===== config.mk =====
export PLATFORM = sky130hd
export DESIGN_NAME = relu_vec_seq_flat
export DESIGN_NICKNAME = d
export VERILOG_FILES = /design/src/rtl/relu_seq_pkg.sv /design/src/rtl/relu_vec_seq_if.sv /design/src/rtl/relu_elem.sv /design/src/rtl/relu_vec_seq.sv /design/src/flat_wrapper.sv
export SDC_FILE = /design/constraint.sdc
export NUM_CORES = 1
export LEC_CHECK = 0
export CORE_MARGIN = 4
export CORE_UTILIZATION = 45
export DETAILED_ROUTE_END_ITERATION = 7
export GPL_TIMING_DRIVEN = 0
export PLACE_DENSITY = 0.77
export SYNTH_ARGS = -nofsm -noshare
export SYNTH_HDL_FRONTEND = slang
export SYNTH_SLANG_ARGS = --single-unit

===== constraint.sdc =====
create_clock -name clk -period 2.2 [get_ports clk]
set_input_delay 0.44 -clock clk [delete_from_list [all_inputs] [get_ports clk]]
set_output_delay 0.44 -clock clk [all_outputs]
set_load 0.005 [all_outputs]

===== src/rtl/relu_seq_pkg.sv =====
// Shared definitions for the time-multiplexed vector ReLU sequencer.
// Latency: n/a (types, constants and elaboration helpers only).
// Backpressure: n/a.
package relu_seq_pkg;

  // Legacy-compatible state codes; the enum below takes its values from them.
  localparam logic [1:0] ST_IDLE = 2'd0;
  localparam logic [1:0] ST_RUN  = 2'd1;
  localparam logic [1:0] ST_DONE = 2'd2;

  typedef enum logic [1:0] {
    IDLE = ST_IDLE,
    RUN  = ST_RUN,
    DONE = ST_DONE
  } state_e;

  // Only the element widths the ReLU cell is characterised for.
  function automatic bit width_legal(input int width);
    return (width == 8) || (width == 16) || (width == 32) || (width == 64);
  endfunction

  // Counters must be able to hold N itself (issue stops at N, never wraps).
  function automatic int ctr_width(input int n);
    return $clog2(n + 1);
  endfunction

endpackage


===== src/rtl/relu_vec_seq_if.sv =====
// Producer/consumer vector handshake bundle for relu_vec_seq.
// Latency: n/a (wiring only).
// Backpressure: in_valid/in_ready toward the producer, out_valid/out_ready toward the consumer.
// Signals: in_valid, in_ready, in_data[N*WIDTH], out_valid, out_ready, out_data[N*WIDTH], neg_mask[N].
// Element i of a vector lives at [i*WIDTH +: WIDTH].
interface relu_vec_seq_if #(
  parameter int WIDTH = 32,
  parameter int N     = 8
);
  logic               in_valid;
  logic               in_ready;
  logic [N*WIDTH-1:0] in_data;
  logic               out_valid;
  logic               out_ready;
  logic [N*WIDTH-1:0] out_data;
  logic [N-1:0]       neg_mask;

  // master: the producer/consumer environment; slave: the sequencer.
  modport master (
    output in_valid, in_data, out_ready,
    input  in_ready, out_valid, out_data, neg_mask
  );

  modport slave (
    input  in_valid, in_data, out_ready,
    output in_ready, out_valid, out_data, neg_mask
  );
endinterface


===== src/rtl/relu_elem.sv =====
// Single shared ReLU cell: result = 0 when the element MSB is set, else the element.
// Latency: UNIT_LAT cycles (0 = combinational, 1 = one register stage).
// Backpressure: none; the caller only issues when it can take the result.
// Ports: clk, rst_n (sync, active-low), elem_vld/elem_dat in, res_vld/res_dat/res_neg out.
module relu_elem #(
  parameter int WIDTH    = 32,
  parameter int UNIT_LAT = 1
) (
  input  logic             clk,
  input  logic             rst_n,
  input  logic             elem_vld,
  input  logic [WIDTH-1:0] elem_dat,
  output logic             res_vld,
  output logic [WIDTH-1:0] res_dat,
  output logic             res_neg
);

  logic             neg_c;
  logic [WIDTH-1:0] res_c;

  // Bit-extraction ReLU: the sign bit alone decides, so the most-negative value also maps to 0.
  assign neg_c = elem_dat[WIDTH-1];
  assign res_c = neg_c ? '0 : elem_dat;

  generate
    if (UNIT_LAT == 0) begin : g_comb
      logic unused_clk_rst;
      assign unused_clk_rst = clk ^ rst_n;
      assign res_vld = elem_vld;
      assign res_dat = res_c;
      assign res_neg = neg_c;
    end else if (UNIT_LAT == 1) begin : g_reg
      always_ff @(posedge clk) begin
        if (!rst_n) begin
          res_vld <= 1'b0;
          res_dat <= '0;
          res_neg <= 1'b0;
        end else begin
          res_vld <= elem_vld;
          res_dat <= res_c;
          res_neg <= neg_c;
        end
      end
    end else begin : g_bad_lat
      $error("relu_elem: UNIT_LAT must be 0 or 1");
    end
  endgenerate

endmodule


===== src/rtl/relu_vec_seq.sv =====
// Vector ReLU sequencer: streams N elements one per cycle through one shared relu_elem.
// Latency: accept edge = cycle 0, out_valid rises at cycle N+UNIT_LAT.
// Backpressure: one vector in flight; in_ready only in IDLE, result held in DONE until out_ready.
// Ports: clk, rst_n (sync, active-low), io (relu_vec_seq_if.slave: in_* / out_* / neg_mask),
//        busy (high in RUN or DONE).
module relu_vec_seq
  import relu_seq_pkg::*;
#(
  parameter int WIDTH    = 32,
  parameter int N        = 8,
  parameter int UNIT_LAT = 1
) (
  input  logic         clk,
  input  logic         rst_n,
  relu_vec_seq_if.slave io,
  output logic         busy
);

  localparam int CW = ctr_width(N);

  generate
    if (!width_legal(WIDTH)) begin : g_bad_width
      $error("relu_vec_seq: WIDTH must be 8, 16, 32 or 64");
    end
    if (N < 1) begin : g_bad_n
      $error("relu_vec_seq: N must be at least 1");
    end
    if ((UNIT_LAT != 0) && (UNIT_LAT != 1)) begin : g_bad_lat
      $error("relu_vec_seq: UNIT_LAT must be 0 or 1");
    end
  endgenerate

  state_e             state;
  logic [CW-1:0]      issue_idx;
  logic [CW-1:0]      write_idx;
  logic [N*WIDTH-1:0] in_buf;
  logic [N*WIDTH-1:0] out_buf;
  logic [N-1:0]       mask;

  logic               issue_vld;
  logic [WIDTH-1:0]   issue_dat;
  logic               res_vld;
  logic [WIDTH-1:0]   res_dat;
  logic               res_neg;

  assign issue_vld = (state == RUN) && (issue_idx < CW'(N));

  // Element select for the shared unit; out-of-range index presents zero.
  always_comb begin
    issue_dat = '0;
    for (int i = 0; i < N; i++) begin
      if (issue_idx == CW'(i)) begin
        issue_dat = in_buf[i*WIDTH +: WIDTH];
      end
    end
  end

  relu_elem #(
    .WIDTH    (WIDTH),
    .UNIT_LAT (UNIT_LAT)
  ) u_unit (
    .clk      (clk),
    .rst_n    (rst_n),
    .elem_vld (issue_vld),
    .elem_dat (issue_dat),
    .res_vld  (res_vld),
    .res_dat  (res_dat),
    .res_neg  (res_neg)
  );

  // Results come back in issue order, so write_idx alone names the destination slot.
  always_ff @(posedge clk) begin
    if (!rst_n) begin
      state     <= IDLE;
      issue_idx <= '0;
      write_idx <= '0;
      in_buf    <= '0;
      out_buf   <= '0;
      mask      <= '0;
    end else begin
      case (state)
        IDLE: begin
          if (io.in_valid) begin
            in_buf    <= io.in_data;
            out_buf   <= '0;
            mask      <= '0;
            issue_idx <= '0;
            write_idx <= '0;
            state     <= RUN;
          end
        end
        RUN: begin
          if (issue_vld) begin
            issue_idx <= issue_idx + 1'b1;
          end
          if (res_vld && (write_idx < CW'(N))) begin
            for (int i = 0; i < N; i++) begin
              if (write_idx == CW'(i)) begin
                out_buf[i*WIDTH +: WIDTH] <= res_dat;
                mask[i]                   <= res_neg;
              end
            end
            write_idx <= write_idx + 1'b1;
            if (write_idx == CW'(N - 1)) begin
              state <= DONE;
            end
          end
        end
        DONE: begin
          if (io.out_ready) begin
            state <= IDLE;
          end
        end
        default: state <= IDLE;
      endcase
    end
  end

  assign io.in_ready  = (state == IDLE);
  assign io.out_valid = (state == DONE);
  assign io.out_data  = out_buf;
  assign io.neg_mask  = mask;
  assign busy         = (state != IDLE);

endmodule


===== src/flat_wrapper.sv =====
// flat-port wrapper written by rule: the top's interface ports become plain ports
module relu_vec_seq_flat import relu_seq_pkg::*;
#(
  parameter int WIDTH    = 32,
  parameter int N        = 8,
  parameter int UNIT_LAT = 1
)
  (clk, rst_n, busy, io_in_valid, io_in_data, io_out_ready, io_in_ready, io_out_valid, io_out_data, io_neg_mask);
  relu_vec_seq_if #(.WIDTH(WIDTH), .N(N)) io_i ();
  input  logic clk;
  input  logic rst_n;
  output logic busy;
  input wire logic [$bits(io_i.in_valid)-1:0] io_in_valid;
  input wire logic [$bits(io_i.in_data)-1:0] io_in_data;
  input wire logic [$bits(io_i.out_ready)-1:0] io_out_ready;
  output wire logic [$bits(io_i.in_ready)-1:0] io_in_ready;
  output wire logic [$bits(io_i.out_valid)-1:0] io_out_valid;
  output wire logic [$bits(io_i.out_data)-1:0] io_out_data;
  output wire logic [$bits(io_i.neg_mask)-1:0] io_neg_mask;
  assign io_i.in_valid = io_in_valid;
  assign io_i.in_data = io_in_data;
  assign io_i.out_ready = io_out_ready;
  assign io_in_ready = io_i.in_ready;
  assign io_out_valid = io_i.out_valid;
  assign io_out_data = io_i.out_data;
  assign io_neg_mask = io_i.neg_mask;
  relu_vec_seq #(.WIDTH(WIDTH), .N(N), .UNIT_LAT(UNIT_LAT)) u_core (.clk(clk), .rst_n(rst_n), .io(io_i), .busy(busy));
endmodule

-- Word-level counts from Yosys, hierarchy flattened
Cells that the tools add are included.
- bits in registers: 564
- word-level logic and storage cells: 117
- add/subtract/negate cells: 2
- magnitude comparators: 2
- equality and inequality tests: 28
- muxes and demuxes: 40
- bitwise operators: 1
- reduce and logical (&&, ||, !) cells: 20
- operators with widths (operator ; count):
    256-bit two-way mux ; 2
    32-bit two-way mux ; 16
    256-bit case mux with 2 select lines ; 1
    4-bit AND reduction ; 9
    4-bit by 3-bit == test with 1-bit output, second input constant ; 8
    2-bit != test, second input constant ; 12
    4-bit by 2-bit == test with 1-bit output, second input constant ; 4
    8-bit two-way mux ; 2
    4-bit case mux with 2 select lines ; 2
    8-bit case mux with 2 select lines ; 1
    4-bit two-way mux ; 3
    4-bit by 1-bit adder with 4-bit output, second input constant ; 2
    4-bit by 1-bit == test with 1-bit output, second input constant ; 2
    4-bit zero test ; 2
    4-bit < comparator, second input constant ; 2
    1-bit two-way mux ; 8
    2-bit two-way mux ; 4
    2-bit case mux with 3 select lines ; 1
    3-bit AND reduction ; 2
    2-bit nonzero test ; 2
    2-bit by 1-bit == test with 1-bit output, second input constant ; 1
    2-bit == test, second input constant ; 1
    1-bit logical AND ; 2
    2-bit zero test ; 1
    other kinds (3) ; 3

-- Logic depth before layout (Yosys ltp)
Gate-level depths: netlist of the first run.
- depth after elaboration: 10
- depth in mapped cells: 8
- mapped depth without buffers: 6

-- Modules after synthesis
From an unflattened synthesis of the first run, not the netlist that was laid out.
- cell total of the unflattened synthesis: 2744
- area total of the unflattened synthesis: 22671.7 sq um
- by module, submodules not included (module ; times used ; cells an instance ; area an instance (sq um) ; sequential area each (sq um)):
    relu_vec_seq ; 1 ; 2670 ; 21685.8 ; 10610.2
    relu_elem ; 1 ; 74 ; 985.9 ; 660.6

-- Worst setup path after synthesis of the first run
No wires, ideal clock.
- kind: reg2reg
- from: register u_core.issue_idx[0]
- to: register u_core.u_unit.res_dat[10]
- setup time: 0.146 ns
- data arrival time: 1.633 ns
- slack: 0.421 ns
- cell stages (with the launch flop): 9
- path buffers: 2
- clock period less this slack: 1.779 ns
- cell sequence: dfxtp_1 -> inv_1 -> ha_1 -> or2_1 -> buf_2 -> a211oi_1 -> o32a_2 -> buf_6 -> a211oi_2
- cells in the longest elaborated chain, start to end: 10
- elaborated cells on any way between the ends: 17
- those cells by class: 7 x eq/ne; 8 x mux; 2 x reduce/logical
- ends and longest elaborated chain (element ; RTL line ; RTL):
    from (decl) ; relu_vec_seq.sv:34 ; logic [CW-1:0] issue_idx;
    from (signal assigned) ; relu_vec_seq.sv:94 ; issue_idx <= issue_idx + 1'b1;
    4-bit zero test ; relu_vec_seq.sv:52 ; if (issue_idx == CW'(i)) begin
    32-bit two-way mux (7 in series) ; relu_vec_seq.sv:52 ;
    32-bit two-way mux (*) ; relu_vec_seq.sv:52 ;
    2-bit OR reduction (no source line) ; n/a ;
    to (signal assigned) ; relu_elem.sv:40 ; res_dat <= res_c;
    to (decl) ; relu_elem.sv:14 ; output logic [WIDTH-1:0] res_dat,
Every way passes the cells marked *; elsewhere a longest branch is shown, timed or not.
A chain may end at the register's enable or synchronous reset.

-- Worst setup path after layout of the first run
- from: register u_core.state[0]
- to: output port io_in_ready
- cells in the longest elaborated chain, start to end: 1
- ends and longest elaborated chain (element ; RTL line ; RTL):
    from (decl) ; relu_vec_seq.sv:33 ; state_e state;
    from (signal assigned) ; relu_vec_seq.sv:74 ; state <= IDLE;
    from (signal assigned) ; relu_vec_seq.sv:89 ; state <= RUN;
    from (signal assigned) ; relu_vec_seq.sv:105 ; state <= DONE;
    2-bit zero test ; relu_vec_seq.sv:119 ; assign io.in_ready = (state == IDLE);
    to (decl) ; flat_wrapper.sv:16 ; output wire logic [$bits(io_i.in_ready)-1:0] io_in_ready;
Every way passes these cells.

==> flow_metrics.env, run 1 <==
export IMPL_slew_headroom_pct=38.9
export IMPL_min_period_ns=2.17
export IMPL_synth_area_um2=22800
export IMPL_dp_hpwl_um=70300
export IMPL_p_leak_nw=10.9
export IMPL_die_h_um=233
export IMPL_ant_nets=0
export IMPL_grt_setup_unrepaired="no"
export IMPL_yosys_warnings=0
export IMPL_htreeDepth=2
export IMPL_worstSetupEndpointType="output port"
export IMPL_die_x_um=233
export IMPL_rr_worst_depth=8
export IMPL_grt_max_degree=17
export IMPL_cts_buffers=56
export IMPL_skew_ns=0.0308
export IMPL_grt_ovfl_total=0
export IMPL_setup_viol=0
export IMPL_drtIter0Drc=1990
export IMPL_antenna_found_initial=3
export IMPL_cts_path_max_buffers=3
export IMPL_cp_depth=4
export IMPL_ys_ff_latch=555
export IMPL_final_core_util_pct=62.2
export IMPL_cts_root_buf="clkbuf_16"
export IMPL_required_ns=1.76
export IMPL_critPathKind="reg -> out"
export IMPL_clock_fmax_mhz=461
export IMPL_crit_slowest_cell="dfxtp_4"
export IMPL_cts_clk_slew_worst_paths_ns=0.06
export IMPL_cp_max_fo=10
export IMPL_slowest_delay_ns=0.37
export IMPL_syn_inst=2955
export IMPL_finalInstanceArea_um2=31200
export IMPL_peakVddDrop_v=0.000594
export IMPL_synth_seq_area_share_pct=48.7
export IMPL_fin_setup_tns_ns=0
export IMPL_ys_types=49
export IMPL_initial_utilization_pct=45.5
export IMPL_min_delay_path_depth=3
export IMPL_gp_congestion=0.948
export IMPL_start_kind="flop"
export IMPL_drv_slew=0
export IMPL_grtUsageTotal_pct=31.8
export IMPL_drt_pass1_iterations=6
export IMPL_area_growth_pct=36.8
export IMPL_drc=0
export IMPL_path_delay_family="buffers and inverters"
export IMPL_worst_pin_slew_ns=0.917
export IMPL_die_area_um2=54400
export IMPL_ios=527
export IMPL_cts_sinks=555
export IMPL_viasPerCell=5.44
export IMPL_vias=23200
export IMPL_wl_um=91100
export IMPL_worstPathCellList="buf_6 > nor2_4 > buf_4 > dlygate4sd2_1"
export IMPL_hp_class="in -> reg"
export IMPL_grt_pass1_wl_um=132000
export IMPL_nNetsFinal=3809
export IMPL_drive_gt1_share_pct=11.1
export IMPL_worstPathArrival_ns=1.73
export IMPL_core_um2=50200
export IMPL_period_share_pct=98.6
export IMPL_grt_pass1_vias=22200
export IMPL_clkLatencyLatePin_ns=0.64
export IMPL_port_buffers=518
export IMPL_rows=82
export IMPL_drv_cap=0
export IMPL_status="completed"
export IMPL_power_density_nw_per_um2=744
export IMPL_critical_path_buf_inv_count=3
export IMPL_holdBufCountCts=0
export IMPL_place_area_um2=28900
export IMPL_power_total_mw=23.2
export IMPL_synth_avg_cell_area_um2=7.72
export IMPL_cts_tree="done"
export IMPL_final_hold_violation_count=0
export IMPL_wl_per_cell_um=21.4
## layout by cell type (no fill, tap or decap), types with 4 or more instances in the layout
master	synthesis	layout
a211oi_2	31	29
a21oi_1	574	574
a221oi_2	31	14
a221oi_4	1	18
and2_1	33	33
and3b_1	4	4
buf_2	141	130
buf_4	25	34
buf_6	9	15
bufinv_16	0	4
clkbuf_1	110	96
clkbuf_16	0	56
clkbuf_2	0	20
clkbuf_4	0	7
clkbuf_8	0	13
clkdlybuf4s50_1	0	515
clkinv_2	0	10
clkinvlp_4	0	4
conb_1	1	8
dfxtp_1	555	552
ha_1	8	4
ha_2	0	4
inv_1	71	71
nand2_1	1058	1058
nand2b_1	4	4
nand3_1	68	68
nand3b_1	35	35
nor2_1	17	15
nor2b_1	6	6
nor3b_1	4	4
o211ai_1	5	5
o21ai_0	60	60
o221a_2	6	6
o221ai_2	6	6
o22ai_1	31	21
o22ai_2	0	9
o2bb2ai_1	27	27
## sequential cells by signal, summed over array words and instances, names as in the netlist
register / flops
u_core.u_unit.res_dat: 31
u_core.issue_idx: 4
u_core.state: 2
u_core.in_buf: 256
u_core.u_unit.res_vld: 1
u_core.u_unit.res_neg: 1
u_core.io.neg_mask: 8
u_core.io.out_data: 248
u_core.write_idx: 4
## synthesized netlist by cell type (all sizes together)
library cell  count  area share (%)
clkbuf          110             1.8
a41oi             1           0.038
o2bb2ai          27             1.0
o32a              1           0.049
o211ai            5            0.16
and3b             4            0.15
o22ai            31            0.85
a221oi           35             2.3
and2b             1           0.044
o221ai            6            0.39
a221o             1           0.044
a21oi           574              13
o2111a            1           0.049
nor2             17            0.28
conb              1           0.016
a311oi            2           0.077
nor3              2           0.044
nor4              1           0.027
a22oi             2           0.066
nor2b             6            0.16
a211oi           33             1.8
dfxtp           555              49
o32ai             1           0.038
nor3b             6            0.27
nand3b           36             1.2
mux2i             2           0.088
buf             178             4.4
ha                8            0.44
or2               1           0.027
inv              73             1.2
nand3            68             1.5
xor2              2           0.077
o221a             6            0.30
and2             33            0.90
o21ai            60             1.3
or3               1           0.027
a2111oi           2           0.077
nand2          1058              17
nand2b            4            0.11
## report_power, final
part,total [mW],internal (mW),leakage (nW),switching [mW]
clock,9.83,5.63,0.930,4.20
sequential,10.6,10.4,4.51,0.194
combinational,2.81,1.12,5.41,1.69
## cells by family after synthesis
family	share of synthesized area [%]
AOI/OAI and AO/OA	21.1
xor gates and xnor gates	0.0768
adders and majority gates	0.439
buffers and inverters	7.42
DFF	48.7
muxes	0.0877
other	0.0164
and+or+nand+nor	22.1
## path summary, 6_finish.rpt
kind	end	start	slack (ns)
setup / recovery	io_in_ready	u_core.state[0]	0.03
hold / removal	u_core.in_buf[16]	io_in_data[16]	0.35
setup reg to reg	u_core.u_unit.res_dat[30]	u_core.issue_idx[0]	0.05
hold reg to reg	u_core.in_buf[210]	u_core.in_buf[210]	0.45
## metrics by stage
stage                     std cells  hold WS, ns  setup slack, ns
final                          4259        0.353           0.0319
after global routing           4259        0.361         0.000886
after detailed placement       4152        0.446           -0.732
after CTS                      4258        0.338          0.00227
after floorplan                2962        0.436            0.421
after global placement         4152        0.441           -0.683
## worst reg2reg max path, stage by stage, from the launching register on
cell and delay (ns):
dfxtp_2 0.35, inv_1 0.11, ha_2 0.23, buf_6 0.18, clkbuf_2 0.32, nand3b_1 0.14, a221oi_2 0.30, o22ai_1 0.21
a211oi_2 0.26
## metal layers
metal | vias up | wire, um | track usage (%)
li1 | 10900 | - | -
met1 | 10800 | 33500 | 36.6
met2 | 1139 | 44300 | 55.9
met3 | 267 | 7840 | 6.13
met4 | 4 | 5370 | 16.7
met5 | - | 31 | 0
## cell type report
type                       instances  area (um^2)
antenna                            1         2.50
buffer                           288         1520
multi-input combinational       2046        10300
clock inverter                    23          284
tap                              672          841
clock buffer                      80         1620
fill                            4530        19000
timing repair buffer             521         5210
inverter                          73          274
sequential                       555        11100
## what timing repair did
| item | in CTS | in global routing |
|---|---|---|
| buffers inserted | 3 | 0 |
| pin swaps | 2 | 8 |
| hold endpoints to repair | 0 | 0 |
| setup endpoints to repair | 44 | 85 |
| gates resized for setup | 61 | 60 |
Power figures use the tool's default switching activity.
==> run 2, diff against run 1 <==
--- a/config.mk
+++ b/config.mk
@@ -10,6 +10,7 @@
 export DETAILED_ROUTE_END_ITERATION = 7
 export GPL_TIMING_DRIVEN = 0
 export PLACE_DENSITY = 0.77
+export SLEW_MARGIN = 20
 export SYNTH_ARGS = -nofsm -noshare
 export SYNTH_HDL_FRONTEND = slang
 export SYNTH_SLANG_ARGS = --single-unit
==> results of run 2 <==
Final layout, timing and power as in run 1 (identical DEF).
